File: src/rtl/cache_meta_array.sv
// Tag/valid metadata array for a set-associative cache with registered lookup,
// round-robin victim selection and a one-set-per-cycle invalidate sweep.
// Optional per-way dirty tracking is enabled with macro CACHE_META_DIRTY_EN.
module cache_meta_array #(
    parameter  int SETS  = 64,
    parameter  int WAYS  = 2,
    parameter  int TAG_W = 6,
    localparam int SET_W = $clog2(SETS),
    localparam int WAY_W = (WAYS > 1) ? $clog2(WAYS) : 1
) (
    input  logic             clk,
    input  logic             rst,
    input  logic             lk_en,
    input  logic [SET_W-1:0] lk_set,
    input  logic [TAG_W-1:0] lk_tag,
    output logic             hit_vld,
    output logic             hit,
    output logic [WAY_W-1:0] hit_way,
    output logic [WAY_W-1:0] victim_way,
    input  logic             fill_en,
    input  logic [SET_W-1:0] fill_set,
    input  logic [WAY_W-1:0] fill_way,
    input  logic [TAG_W-1:0] fill_tag,
    input  logic             flush,
    output logic             busy,
`ifdef CACHE_META_DIRTY_EN
    input  logic             mark_dirty,
    output logic             victim_dirty,
`endif
    output logic             dbg_state_o
);

    typedef enum logic {IDLE = 1'b0, SWEEP = 1'b1} state_t;

    localparam logic [SET_W:0] SETS_L = (SET_W + 1)'(SETS);
    localparam logic [WAY_W:0] WAYS_L = (WAY_W + 1)'(WAYS);

    state_t           state_q, state_d;
    logic [SET_W-1:0] cnt_q, cnt_d;

    logic [TAG_W-1:0] tag_q   [SETS][WAYS];
    logic [WAYS-1:0]  valid_q [SETS];
    logic [WAY_W-1:0] ptr_q   [SETS];

    logic             hit_vld_q, hit_vld_d;
    logic             hit_q, hit_d;
    logic [WAY_W-1:0] hit_way_q, hit_way_d;
    logic [WAY_W-1:0] victim_q, victim_d;

    logic             sweeping, lk_ok, fill_ok, lk_hit;
    logic [WAY_W-1:0] lk_way, lk_victim, fill_ptr;

    assign sweeping = (state_q == SWEEP);
    assign lk_ok    = ({1'b0, lk_set} < SETS_L);
    assign fill_ok  = fill_en && !sweeping && ({1'b0, fill_set} < SETS_L)
                      && ({1'b0, fill_way} < WAYS_L);
    assign fill_ptr = (WAYS == 1) ? '0 : WAY_W'(fill_way + 1'b1);

    // Descending scan: the last assignment wins, giving lowest-numbered way.
    always_comb begin
        lk_hit    = 1'b0;
        lk_way    = '0;
        lk_victim = '0;
        if (lk_ok) begin
            lk_victim = ptr_q[lk_set];
            for (int w = WAYS - 1; w >= 0; w--) begin
                if (valid_q[lk_set][w] && (tag_q[lk_set][w] == lk_tag)) begin
                    lk_hit = 1'b1;
                    lk_way = WAY_W'(w);
                end
                if (!valid_q[lk_set][w]) begin
                    lk_victim = WAY_W'(w);
                end
            end
        end
    end

    always_comb begin
        state_d = state_q;
        cnt_d   = cnt_q;
        case (state_q)
            IDLE: begin
                if (flush) begin
                    state_d = SWEEP;
                    cnt_d   = '0;
                end
            end
            SWEEP: begin
                cnt_d = cnt_q + 1'b1;
                if (cnt_q == SET_W'(SETS - 1)) begin
                    state_d = IDLE;
                end
            end
            default: state_d = IDLE;
        endcase
    end

    always_comb begin
        hit_vld_d = lk_en;
        hit_d     = 1'b0;
        hit_way_d = '0;
        victim_d  = '0;
        if (lk_en && !sweeping) begin
            hit_d     = lk_hit;
            hit_way_d = lk_way;
            victim_d  = lk_victim;
        end
    end

    always_ff @(posedge clk or negedge rst) begin
        if (!rst) begin
            state_q   <= IDLE;
            cnt_q     <= '0;
            hit_vld_q <= 1'b0;
            hit_q     <= 1'b0;
            hit_way_q <= '0;
            victim_q  <= '0;
        end else begin
            state_q   <= state_d;
            cnt_q     <= cnt_d;
            hit_vld_q <= hit_vld_d;
            hit_q     <= hit_d;
            hit_way_q <= hit_way_d;
            victim_q  <= victim_d;
        end
    end

    always_ff @(posedge clk or negedge rst) begin
        if (!rst) begin
            for (int s = 0; s < SETS; s++) begin
                valid_q[s] <= '0;
                ptr_q[s]   <= '0;
                for (int w = 0; w < WAYS; w++) begin
                    tag_q[s][w] <= '0;
                end
            end
        end else if (sweeping) begin
            valid_q[cnt_q] <= '0;
            ptr_q[cnt_q]   <= '0;
        end else if (fill_ok) begin
            tag_q[fill_set][fill_way]   <= fill_tag;
            valid_q[fill_set][fill_way] <= 1'b1;
            ptr_q[fill_set]             <= fill_ptr;
        end
    end

`ifdef CACHE_META_DIRTY_EN
    logic [WAYS-1:0] dirty_q [SETS];
    logic            victim_dirty_q, victim_dirty_d;

    assign victim_dirty_d = lk_en && !sweeping && lk_ok && dirty_q[lk_set][lk_victim];

    // A fill in the same cycle as a mark to the same way leaves the way clean.
    always_ff @(posedge clk or negedge rst) begin
        if (!rst) begin
            for (int s = 0; s < SETS; s++) begin
                dirty_q[s] <= '0;
            end
            victim_dirty_q <= 1'b0;
        end else begin
            victim_dirty_q <= victim_dirty_d;
            if (sweeping) begin
                dirty_q[cnt_q] <= '0;
            end else begin
                if (mark_dirty && lk_en && lk_hit) begin
                    dirty_q[lk_set][lk_way] <= 1'b1;
                end
                if (fill_ok) begin
                    dirty_q[fill_set][fill_way] <= 1'b0;
                end
            end
        end
    end

    assign victim_dirty = victim_dirty_q;
`endif

    assign hit_vld     = hit_vld_q;
    assign hit         = hit_q;
    assign hit_way     = hit_way_q;
    assign victim_way  = victim_q;
    assign busy        = sweeping;
    assign dbg_state_o = state_q;

endmodule
File: config.mk
export PLATFORM = sky130hd
export DESIGN_NAME = cache_meta_array
export DESIGN_NICKNAME = d
export VERILOG_FILES = /design/src/rtl/cache_meta_array.sv
export SDC_FILE = /design/constraint.sdc
export NUM_CORES = 2
export LEC_CHECK = 0
export CAP_MARGIN = 40
export CORE_MARGIN = 2
export CORE_UTILIZATION = 28
export DETAILED_ROUTE_END_ITERATION = 16
export GPL_ROUTABILITY_DRIVEN = 0
export MAX_ROUTING_LAYER = met4
export PLACE_DENSITY = 0.38
export RECOVER_POWER = 100
export REMOVE_ABC_BUFFERS = 1
export SYNTH_ARGS = -nofsm -noshare
export SYNTH_HDL_FRONTEND = slang
export SYNTH_SLANG_ARGS = --single-unit
File: constraint.sdc
create_clock -name clk -period 7.7 [get_ports clk]
set_input_delay 1.925 -clock clk [delete_from_list [all_inputs] [get_ports clk]]
set_output_delay 1.925 -clock clk [all_outputs]
set_load 0.02 [all_outputs]
==> flow_summary.yaml <==
outcome:
  status: "complete, but fails checks"
  violations: "max-capacitance violations, max-slew violations"
synthesis:
  synthTopCellsByArea: "dfrtp_1, mux2_2, mux4_2, nand2_1, mux2i_1"
  synth_edf_count: 0
  yosysTopAreaCell: "dfrtp_1"
  post_synth_num_cell_types: 69
  synth-warning-count: 0
  synth_flop_cell: "dfrtp_1"
  syn_inst: 3338
  synth_top_area_frac: 0.5330
  synth-seq-cells: 971
  netlist_area_um2: 45590
  post_synth.cell_area_avg_um2: 13.66
  ys_seq_area_frac: 0.5330
  synthArstFlopShare: 1.000
routing:
  routedWlPerCell_um: 31.62
  wl_mm: 179.1
  detail-route-antenna-nets: 0
  drt_iter0_drc: 2519
  drc: 0
  drt_first_pass_iters: 8
  vias_per_cell: 5.388
  vias: 30520
cts:
  cts-root-buf: "clkbuf_16"
  cts.sink_count: 971
  cts_tree: "yes"
  cts_made_buffers: 118
  cts.path.max_buffers: 3
  clock_latency_ns: 0.80
  cts_hold_buffers: 0
  post_cts_buffers: 0
  ctsResizeCount: 0
  htree_levels: 3
  clk_pin_slew_ns: 0.06
cells_and_area:
  syn2layout_area_growth_pct: 15.49
  n_fill_cell: 16110
  final_common_cell: "dfrtp_1"
  nets: 3416
  layout_common_cells: "dfrtp_1, mux2_2, nand2_1"
  drive_above_1_share: 0.3647
critical_path:
  startpoint_type: "input pin"
  critPathRequiredTime_ns: 8.32
  arrival_ns: 6.79
  path_class: "input pin to register"
  worst_setup_path_end_kind: "register"
  worstPathCellList: "buf_4 > clkbuf_2 > nand2_1 > a2111oi_0 > or4_1 > and3_1 > a211oi_1 > a2111oi_2 > and3b_1 > a211oi_2"
  crit_family: "simple AND/OR/NAND/NOR gates"
  path_buf_inv: 2
  cpPeakStageDelay_ns: 1.15
  slowest_stage: "clkbuf_2"
  crit_path_max_fanout: 35
  reg2reg_setup_slack_ns: 2.16
place:
  place_ws_ns: 1.271
  io_buffers: 35
  dp_hpwl_mm: 122.7
timing:
  slew_headroom: -1.267
  slew_violations: 385
  hold_violations: 0
  worstMarginPinSlew_ns: 3.400
  finalSetupTns_ns: 0
  max_freq_ghz: 0.1622
  skew_ns: 0.05038
  worst_slack_ns: 1.534
  final-setup-viol-count: 0
  fin_crit_sh: 0.8008
  layout_min_cycle_time_ns: 6.166
  rsz0062_at_grt: "false"
floorplan:
  dieArea_um2: 166100
  dieWidth_um: 407.5
  core_area_um2: 162200
  io_pins: 36
  rows: 148
  die_h_um: 407.5
  start_util: 0.2810
grt:
  grt.overflow.total: 0
  track_usage: 0.2206
  grt_pass1_wl_mm: 255.1
  antenna_found_initial: 8
  grt_pass1_vias: 31890
  grt_max_degree: 167
power_and_ir_drop:
  powerDensity_nw_per_um2: 241.6
  total_leakage_power_nw: 25.02
  ir_drop_uv: 191.9
job:
  maxCapViolations: 7
hold_path:
  hp-class: "register to register"
## path summary, 6_finish.rpt
path | start | endpoint | cells after the start
min in group asynchronous | rst | tag_q[265] | 1
worst max register to register | busy | ptr_q[56] | 8
worst min register to register | valid_q[69] | valid_q[69] | 1
worst min-delay path | valid_q[69] | valid_q[69] | 1
worst max-delay path | lk_set[3] | hit_way | 10
max in group asynchronous | rst | tag_q[20] | 2
## registers in the layout (all words and copies together), names as in the netlist
signal	cells
tag_q	768
valid_q	128
ptr_q	64
cnt_q	6
busy	1
hit	1
hit_vld	1
hit_way	1
victim_way	1
## worst register-to-register path, delay by kind of cell (launching register included)
kind / cells / cell delay [ns]
AND/OR/NAND/NOR: 5 / 2.20
buffers and inverters: 1 / 1.86
flip-flops: 1 / 1.23
AO/OA/AOI/OAI: 2 / 0.15
## metal layers
layer | global-route usage | vias to the layer above | routed length [um]
met5 | - | - | 0
met2 | 0.3313 | 1058 | 81070
met3 | 0.03441 | 292 | 9672
met1 | 0.3020 | 16710 | 81640
li1 | - | 12460 | -
met4 | 0.07854 | 0 | 6743
## cells by family after synthesis
| family | Yosys count | synth area share |
|---|---|---|
| fa+ha+maj | 1 | 0.0002744 |
| xor+xnor | 6 | 0.001153 |
| mux | 1102 | 0.3198 |
| simple gates | 671 | 0.06315 |
| buf+inv | 243 | 0.02690 |
| flops | 971 | 0.5330 |
| compound gates | 344 | 0.05571 |
## final cells by class
cell class | count | area (um^2) | area share
well taps | 2175 | 2721 | 0.05168
repair buffers | 158 | 1375 | 0.02612
multi-input cells | 2124 | 20110 | 0.3819
clock buffers | 179 | 3552 | 0.06746
clock inverters | 41 | 538.0 | 0.01022
diodes | 5 | 12.51 | 0.0002376
flip-flops and latches | 971 | 24300 | 0.4615
inverters | 12 | 45.04 | 0.0008555
## through the flow
| step | hold slack [ns] | power, mW | std cells | instance area [um^2] | util |
|---|---|---|---|---|---|
| 2_1_floorplan | 0.4341 | 6.189 | 3107 | 44410 | - |
| 3_3_place_gp | 0.4533 | 6.954 | 5399 | 48270 | 0.2976 |
| 3_5_place_dp | 0.4623 | 7.014 | 5439 | 48840 | 0.3011 |
| 4_1_cts | 0.4768 | 12.88 | 5659 | 52930 | 0.3263 |
| 5_1_grt | 0.4915 | 13.21 | 5663 | 52650 | 0.3246 |
| 6_report | 0.4744 | 12.72 | 5665 | 52650 | 0.3246 |
## where the power goes
group,switching [mW],total (mW),internal [mW]
logic,0.938,1.38,0.439
clock network,2.40,5.79,3.39
registers,0.189,5.55,5.36
total,3.52,12.7,9.20
## cells in the mapped netlist (all sizes together), types with 8 or more instances
master  count
buf        75
a31oi       9
a22o        8
o311ai     18
clkbuf    156
nor2      120
o41ai      10
mux2i     124
nand2b      8
and3        9
mux4      202
mux2      776
nor2b      17
dfrtp     971
nand3      44
a22oi      58
a21o       50
nor3       21
a32oi      17
a211oi     25
o211ai     18
a221oi     31
inv        10
nand2     391
o21ai      44
and2       17
a21oi      24
No activity file was read; power rests on OpenSTA's default activity.
